## config.mk

```make
export PLATFORM = sky130hd
export DESIGN_NAME = pconv_sched_flat
export DESIGN_NICKNAME = d
export VERILOG_FILES = /design/src/rtl/pconv_pkg.sv /design/src/rtl/pconv_if.sv /design/src/rtl/pconv_sched_vld_delay_line.sv /design/src/rtl/pconv_sched.sv /design/src/flat_wrapper.sv
export SDC_FILE = /design/constraint.sdc
export NUM_CORES = 1
export LEC_CHECK = 0
export ABC_AREA = 1
export BUFFER_PORTS_ARGS = -buffer_cell sky130_fd_sc_hd__buf_4
export CELL_PAD_IN_SITES_DETAIL_PLACEMENT = 1
export CELL_PAD_IN_SITES_GLOBAL_PLACEMENT = 1
export CORE_UTILIZATION = 41
export DETAILED_ROUTE_END_ITERATION = 10
export GPL_ROUTABILITY_DRIVEN = 1
export HOLD_SLACK_MARGIN = 0.08
export PLACE_DENSITY = 0.78
export SLEW_MARGIN = 20
export SYNTH_ARGS = -nofsm -noshare
export SYNTH_HDL_FRONTEND = slang
export SYNTH_HIERARCHICAL = 1
export SYNTH_SLANG_ARGS = --single-unit
```

## constraint.sdc

```tcl
create_clock -name clk -period 1.94 [get_ports clk]
set_input_delay 0.097 -clock clk [delete_from_list [all_inputs] [get_ports clk]]
set_output_delay 0.097 -clock clk [all_outputs]
set_load 0.1 [all_outputs]
```

## src/rtl/pconv_pkg.sv

```systemverilog
// pconv_pkg: shared state encoding, default layer geometry and derived-constant helpers
package pconv_pkg;
  typedef enum logic [2:0] {IDLE, LOAD_W, STREAM, DRAIN, DONE} state_t;
  localparam int DEF_INPUT_CHANNEL = 3;
  localparam int DEF_INPUT_SIZE = 6;
  localparam int PIX_N = DEF_INPUT_SIZE * DEF_INPUT_SIZE;
  localparam int CH_W = $clog2(DEF_INPUT_CHANNEL) + 1;
  function automatic int pix_n(int s);
    return s * s;
  endfunction
  function automatic int ch_w(int ic);
    return $clog2(ic) + 1;
  endfunction
  function automatic int wd_limit(int pipe_lat, int rd_lat);
    return pipe_lat + rd_lat + 8;
  endfunction
endpackage

```

## src/rtl/pconv_if.sv

```systemverilog
// pconv_if: sequencer handshake plus datapath/memory control bus of the pointwise-conv scheduler
interface pconv_if #(
  parameter int AW = 16,
  parameter int CH_W = pconv_pkg::CH_W
);
  logic start, abort, busy, done, err;
  logic [CH_W-1:0] w_addr;
  logic w_rd_en, fm_rd_en, pconv_ce, pconv_input_vld, pconv_dout_vld;
  logic acc_first, acc_last, out_wr_en;
  logic [AW-1:0] fm_addr, out_addr;
  modport master(
    input start, abort, pconv_dout_vld,
    output busy, done, err, w_addr, w_rd_en, fm_addr, fm_rd_en, pconv_ce,
    output pconv_input_vld, acc_first, acc_last, out_wr_en, out_addr
  );
  modport slave(
    output start, abort, pconv_dout_vld,
    input busy, done, err, w_addr, w_rd_en, fm_addr, fm_rd_en, pconv_ce,
    input pconv_input_vld, acc_first, acc_last, out_wr_en, out_addr
  );
endinterface

```

## src/rtl/pconv_sched_vld_delay_line.sv

```systemverilog
// vld_delay_line: DEPTH-stage shift register keeping {vld, first, last} aligned, with synchronous clear
module vld_delay_line #(
  parameter int DEPTH = 1,
  parameter int W = 3
) (
  input  logic         clk,
  input  logic         clr,
  input  logic [W-1:0] d,
  output logic [W-1:0] q
);
  localparam int N = DEPTH * W;
  logic [N-1:0] sr;
  // shift one stage per cycle; clear flushes every stage at once
  always_ff @(posedge clk) sr <= clr ? '0 : N'({sr, d});
  assign q = sr[N-1 -: W];
endmodule

```

## src/rtl/pconv_sched.sv

```systemverilog
// pconv_sched: per-layer controller looping input channels through weight load, pixel stream and drain
module pconv_sched import pconv_pkg::*; #(
  parameter int INPUT_CHANNEL = DEF_INPUT_CHANNEL,
  parameter int INPUT_SIZE = DEF_INPUT_SIZE,
  parameter int RD_LAT = 1,
  parameter int PIPE_LAT = 3,
  parameter int AW = 16
) (
  input logic clk,
  input logic rst_n,
  pconv_if.master bus
);
  localparam int NPIX = pix_n(INPUT_SIZE);
  localparam int CW = ch_w(INPUT_CHANNEL);
  localparam int WD = wd_limit(PIPE_LAT, RD_LAT);
  localparam logic [CW-1:0] LAST = CW'(INPUT_CHANNEL - 1);
  localparam logic [AW-1:0] NPIX_A = AW'(NPIX);
  localparam logic [AW-1:0] PIX_END = AW'(NPIX - 1);

  if (longint'(INPUT_CHANNEL) * NPIX > (longint'(1) << AW)) begin : g_chk
    $error("pconv_sched: INPUT_CHANNEL*INPUT_SIZE^2 exceeds the AW address space");
  end

  state_t state, nxt;
  logic [CW-1:0] ch;
  logic [AW-1:0] pix, rcnt;
  logic [2:0] wcnt;
  logic [15:0] wd;
  logic cnt_en, ch_done, wd_hit, err_q, clr;
  logic [2:0] dl_q;

  assign cnt_en = state == STREAM || state == DRAIN;
  assign ch_done = cnt_en && bus.pconv_dout_vld && rcnt == PIX_END;
  assign wd_hit = state == DRAIN && !bus.pconv_dout_vld && wd == 16'(WD - 1);
  assign clr = !rst_n || bus.abort;

  // state register
  always_ff @(posedge clk) state <= !rst_n ? IDLE : nxt;

  // next state; abort overrides every transition
  always_comb begin
    nxt = state;
    case (state)
      IDLE:    nxt = bus.start ? LOAD_W : IDLE;
      LOAD_W:  nxt = wcnt == 3'(RD_LAT - 1) ? STREAM : LOAD_W;
      STREAM:  nxt = pix == PIX_END ? DRAIN : STREAM;
      DRAIN:   nxt = wd_hit ? DONE : ch_done ? (ch == LAST ? DONE : LOAD_W) : DRAIN;
      default: nxt = IDLE;
    endcase
    if (bus.abort) nxt = IDLE;
  end

  // channel, pixel, result, wait and watchdog counters; held at zero while idle
  always_ff @(posedge clk) begin
    if (clr || state == IDLE) begin
      ch <= '0;
      pix <= '0;
      rcnt <= '0;
      wcnt <= '0;
      wd <= '0;
    end else begin
      ch <= state == DRAIN && ch_done && ch != LAST ? ch + 1'b1 : ch;
      wcnt <= state == LOAD_W ? wcnt + 1'b1 : '0;
      pix <= state != STREAM || pix == PIX_END ? '0 : pix + 1'b1;
      rcnt <= ch_done ? '0 : rcnt + AW'(cnt_en && bus.pconv_dout_vld);
      wd <= state == DRAIN && !bus.pconv_dout_vld ? wd + 1'b1 : '0;
    end
  end

  // sticky drain-timeout flag, cleared by reset or an accepted start
  always_ff @(posedge clk)
    err_q <= !rst_n || (state == IDLE && bus.start) ? 1'b0 : err_q || (wd_hit && !bus.abort);

  vld_delay_line #(.DEPTH(RD_LAT), .W(3)) u_dl (
    .clk(clk),
    .clr(clr),
    .d({bus.fm_rd_en, bus.fm_rd_en && ch == '0, bus.fm_rd_en && ch == LAST}),
    .q(dl_q)
  );

  assign {bus.pconv_input_vld, bus.acc_first, bus.acc_last} = dl_q;
  assign bus.busy = state == LOAD_W || cnt_en;
  assign bus.pconv_ce = bus.busy;
  assign bus.done = state == DONE;
  assign bus.err = err_q;
  assign bus.w_rd_en = state == LOAD_W && wcnt == '0;
  assign bus.w_addr = ch;
  assign bus.fm_rd_en = state == STREAM;
  assign bus.fm_addr = AW'(ch) * NPIX_A + pix;
  assign bus.out_wr_en = cnt_en && bus.pconv_dout_vld && ch == LAST;
  assign bus.out_addr = rcnt;
endmodule

```

## src/flat_wrapper.sv

```systemverilog
// flat-port wrapper written by rule: the top's interface ports become plain ports
module pconv_sched_flat import pconv_pkg::*;
#(
  parameter int INPUT_CHANNEL = DEF_INPUT_CHANNEL,
  parameter int INPUT_SIZE = DEF_INPUT_SIZE,
  parameter int RD_LAT = 1,
  parameter int PIPE_LAT = 3,
  parameter int AW = 16
)
  (clk, rst_n, bus_start, bus_abort, bus_pconv_dout_vld, bus_busy, bus_done, bus_err, bus_w_addr, bus_w_rd_en, bus_fm_addr, bus_fm_rd_en, bus_pconv_ce, bus_pconv_input_vld, bus_acc_first, bus_acc_last, bus_out_wr_en, bus_out_addr);
  pconv_if #(.AW(AW), .CH_W(ch_w(3))) bus_i ();
  input logic clk;
  input logic rst_n;
  input wire logic [$bits(bus_i.start)-1:0] bus_start;
  input wire logic [$bits(bus_i.abort)-1:0] bus_abort;
  input wire logic [$bits(bus_i.pconv_dout_vld)-1:0] bus_pconv_dout_vld;
  output wire logic [$bits(bus_i.busy)-1:0] bus_busy;
  output wire logic [$bits(bus_i.done)-1:0] bus_done;
  output wire logic [$bits(bus_i.err)-1:0] bus_err;
  output wire logic [$bits(bus_i.w_addr)-1:0] bus_w_addr;
  output wire logic [$bits(bus_i.w_rd_en)-1:0] bus_w_rd_en;
  output wire logic [$bits(bus_i.fm_addr)-1:0] bus_fm_addr;
  output wire logic [$bits(bus_i.fm_rd_en)-1:0] bus_fm_rd_en;
  output wire logic [$bits(bus_i.pconv_ce)-1:0] bus_pconv_ce;
  output wire logic [$bits(bus_i.pconv_input_vld)-1:0] bus_pconv_input_vld;
  output wire logic [$bits(bus_i.acc_first)-1:0] bus_acc_first;
  output wire logic [$bits(bus_i.acc_last)-1:0] bus_acc_last;
  output wire logic [$bits(bus_i.out_wr_en)-1:0] bus_out_wr_en;
  output wire logic [$bits(bus_i.out_addr)-1:0] bus_out_addr;
  assign bus_i.start = bus_start;
  assign bus_i.abort = bus_abort;
  assign bus_i.pconv_dout_vld = bus_pconv_dout_vld;
  assign bus_busy = bus_i.busy;
  assign bus_done = bus_i.done;
  assign bus_err = bus_i.err;
  assign bus_w_addr = bus_i.w_addr;
  assign bus_w_rd_en = bus_i.w_rd_en;
  assign bus_fm_addr = bus_i.fm_addr;
  assign bus_fm_rd_en = bus_i.fm_rd_en;
  assign bus_pconv_ce = bus_i.pconv_ce;
  assign bus_pconv_input_vld = bus_i.pconv_input_vld;
  assign bus_acc_first = bus_i.acc_first;
  assign bus_acc_last = bus_i.acc_last;
  assign bus_out_wr_en = bus_i.out_wr_en;
  assign bus_out_addr = bus_i.out_addr;
  pconv_sched #(.INPUT_CHANNEL(INPUT_CHANNEL), .INPUT_SIZE(INPUT_SIZE), .RD_LAT(RD_LAT), .PIPE_LAT(PIPE_LAT), .AW(AW)) u_core (.clk(clk), .rst_n(rst_n), .bus(bus_i));
endmodule
```

==> results.json <==
{
  "yosys.area.top_type_share": 0.3518,
  "cts-root-to-sink-buffers": 2,
  "path_max_fanout": 3,
  "drc": 0,
  "synth.ff_latch_count": 61,
  "setup_slack_ns": -0.2948,
  "hpwlAfterDp_mm": 7.617,
  "crit_required_ns": 1.84,
  "asyncSetResetFlopFracSynth": 0,
  "netSwitchingPower_uw": 615.4,
  "syn2layout_area_growth_pct": 47.91,
  "wire_per_inst_um": 16.69,
  "power.combinational.fraction": 0.035,
  "largest_net_degree_at_the_start_of_global_routing": 17,
  "nNetsFinal": 625,
  "hold_removal_path_class": "input port to flip-flop",
  "h-tree-depth": 3,
  "grt_pass1_wl_mm": 17.91,
  "clock-sinks": 61,
  "cts_made_buffers": 9,
  "synth_nets": 535,
  "run_status": "finished, violations left",
  "via_per_inst": 5.200,
  "internal_power_uw": 1903,
  "clkLatencyLatePin_ns": 0.35,
  "finalWorstPathRequiredPeriod_ns": 2.235,
  "power.density_cell_area_mw_per_mm2": 490.5,
  "synth.largest_area_cell": "dfxtp_1",
  "routed_wl_mm": 11.92,
  "timing.critical_path.arrival_ns": 2.14,
  "ys_top_cells_by_area": "dfxtp_1 (35%), nand2_1 (11%), nor2_1 (9.6%), inv_1 (8.1%), nand3_1 (5.5%)",
  "grt_setup_unrepaired": "yes",
  "layout-drive-gt1-share": 0.3218,
  "setup-violations-final": 11,
  "timing.final.hold_violations": 0,
  "gr-usage-all-layers": 0.2633,
  "vias": 3713,
  "area_of_the_mapped_netlist_mm2": 0.003471,
  "yosys.cell_count.top_type": "nand2_1",
  "syn-instance-count": 514,
  "endpoint_kind": "output port",
  "floorplan.rows": 33,
  "clk_pin_slew_ns": 0.08,
  "finalCritPeriodShare": 1.152,
  "post_synth_most_frequent_cells": "nand2_1 (103), nor2_1 (89), inv_1 (75)",
  "antenna_cells": 0,
  "synth_flop_cell": "dfxtp_1",
  "irDropWorstVdd_mv": 0.2906,
  "timing.critical_path.from_type": "flip-flop",
  "vias_in_the_first_global_route": 3762,
  "timing.slew.headroom": 0.7187,
  "router_iterations_before_antenna_repair": 4,
  "switching_share": 0.2444,
  "ys_types": 32,
  "synth_area_per_inst_um2": 6.753,
  "io_count": 50,
  "ys_seq_area_frac": 0.3518,
  "failed_checks": "setup timing",
  "sequentialPowerShare": 0.497,
  "maxCapViolCount": 0,
  "ys_warn_count": 6,
  "buffer_ports.inserted": 49,
  "dieArea_mm2": 0.008837,
  "antenna_violating_nets_post_route": 0,
  "fin_setup_tns_ns": -1.700,
  "count_of_pins_over_their_slew_limit": 0,
  "cts.root.buffer_cell": "clkbuf_8",
  "area_of_the_core_mm2": 0.008217,
  "routabilityCongestion": 0.8340,
  "max_clock_freq_mhz": 447.5,
  "drtIter0Drc": 96,
  "finalHoldWorstSlack_ns": 0.1638,
  "cts_tree": "done",
  "initial_core_util": 0.4224,
  "number_of_enable_type_register_cells_in_the_synthesized_netlist": 0,
  "tightest_slew_ns": 0.4215,
  "grt_remaining_overflow": 0,
  "die_h_um": 94.01,
  "die_width_um": 94.01,
  "finClkSkew_ns": 0.01361,
  "p_clk_frac": 0.469,
  "grt_antenna_before_repair": 0,
  "start_to_end_type_of_the_worst_setup_path": "flip-flop to output port",
  "static-leakage-power_uw": 0.002007
}
-- state kept, by name, summed over array words and instances (netlist names) --
name,cells
u_core/bus.err,1
u_core/bus.out_addr,16
u_core/state,3
u_core/pix,16
u_core/wcnt,3
u_core/wd,16
u_core/u_dl/q,3
u_core/bus.w_addr,3
-- through the flow --
stage	worst slack, ns	total power (uW)	utilization	cell area [um^2]	instances
6_report	-0.2948	2518	0.6248	5134	714
5_1_grt	-0.3422	2602	0.6248	5134	714
4_1_cts	-0.2642	2544	0.6055	4975	709
3_5_place_dp	-0.03600	1362	0.5450	4478	680
3_3_place_gp	0.03439	1361	0.5450	4478	680
2_1_floorplan	-0.2587	1341	-	3887	514
-- path summary, 6_finish.rpt --
kind | start | to | slack [ns] | cells after the start
worst min-delay path | bus_pconv_dout_vld | u_core/wd[9] | 0.16 | 4
worst max-delay path | u_core/bus.w_addr[0] | bus_fm_addr[10] | -0.29 | 8
worst min register to register | u_core/wcnt[0] | u_core/wcnt[0] | 0.45 | 1
worst max register to register | u_core/state[2] | u_core/bus.out_addr[13] | 0.06 | 13
-- what timing repair did --
action / in CTS / in global routing
setup buffers: 10 / 6
pin swaps: 19 / 15
gates resized for setup: 52 / 28
hold buffers: 3 / 0
endpoints found under the hold margin: 2 / 0
cloned: 0 / 0
endpoints found under the setup margin: 13 / 17
-- area by class of cell --
class                           count  area, um^2
Inverter                           78       292.8
Fill cell                         983        3083
Tap cell                          105       131.4
Clock inverter                      5       58.81
Multi-Input combinational cell    368        2419
Clock buffer                       11       141.4
Timing Repair Buffer               86       843.3
Sequential cell                    61        1247
-- routing by layer --
metal	track usage	vias up	share of wire
met5	0	-	0
met2	0.4617	80	0.51
met4	0.07692	0	0.025
met1	0.3221	1796	0.43
li1	-	1812	-
met3	0.05502	25	0.037
-- cells by family (layout without fill, tap and decap cells) --
group	Yosys count	in the layout	share of synthesized area
buf+inv	85	180	0.09913
xor+xnor	16	16	0.04038
flops	61	61	0.3518
fa+ha+maj	16	16	0.05984
simple gates	291	291	0.3742
compound gates	45	45	0.07462
-- cell usage in the layout (no fill, tap or decap), types with 5 or more instances in the layout --
cell type and instances:
a21oi_1 18, a21oi_2 8, buf_12 14, buf_4 65, clkbuf_8 10, dfxtp_1 48
dfxtp_2 9, ha_1 8, ha_4 6, inv_1 72, inv_2 6, nand2_1 85
nand2_2 12, nand2_4 7, nand3_1 33, nand3_2 6, nand3b_1 5, nand4_1 12
nor2_1 83, nor2_2 6, nor3_1 18, nor3_2 5, o21ai_0 10, xor2_4 10
-- power groups by stage --
| stage | sequential, uW | clock, uW | combinational (uW) |
|---|---|---|---|
| floorplan | 1280 | 0 | 57.8 |
| global placement | 1280 | 0 | 79.7 |
| detailed placement | 1280 | 0 | 80.4 |
| CTS | 1250 | 1210 | 85.9 |
| global route | 1250 | 1260 | 93.2 |
| finish | 1250 | 1180 | 87.3 |
-- worst max-delay path: stages (launching register included) --
cell     delay (ns)
dfxtp_4        0.37
ha_4           0.16
fa_2           0.35
nand3_2        0.10
nand2_4        0.07
buf_6          0.14
a22o_4         0.23
xor2_4         0.17
buf_12         0.19
Power figures use the tool's default switching activity.
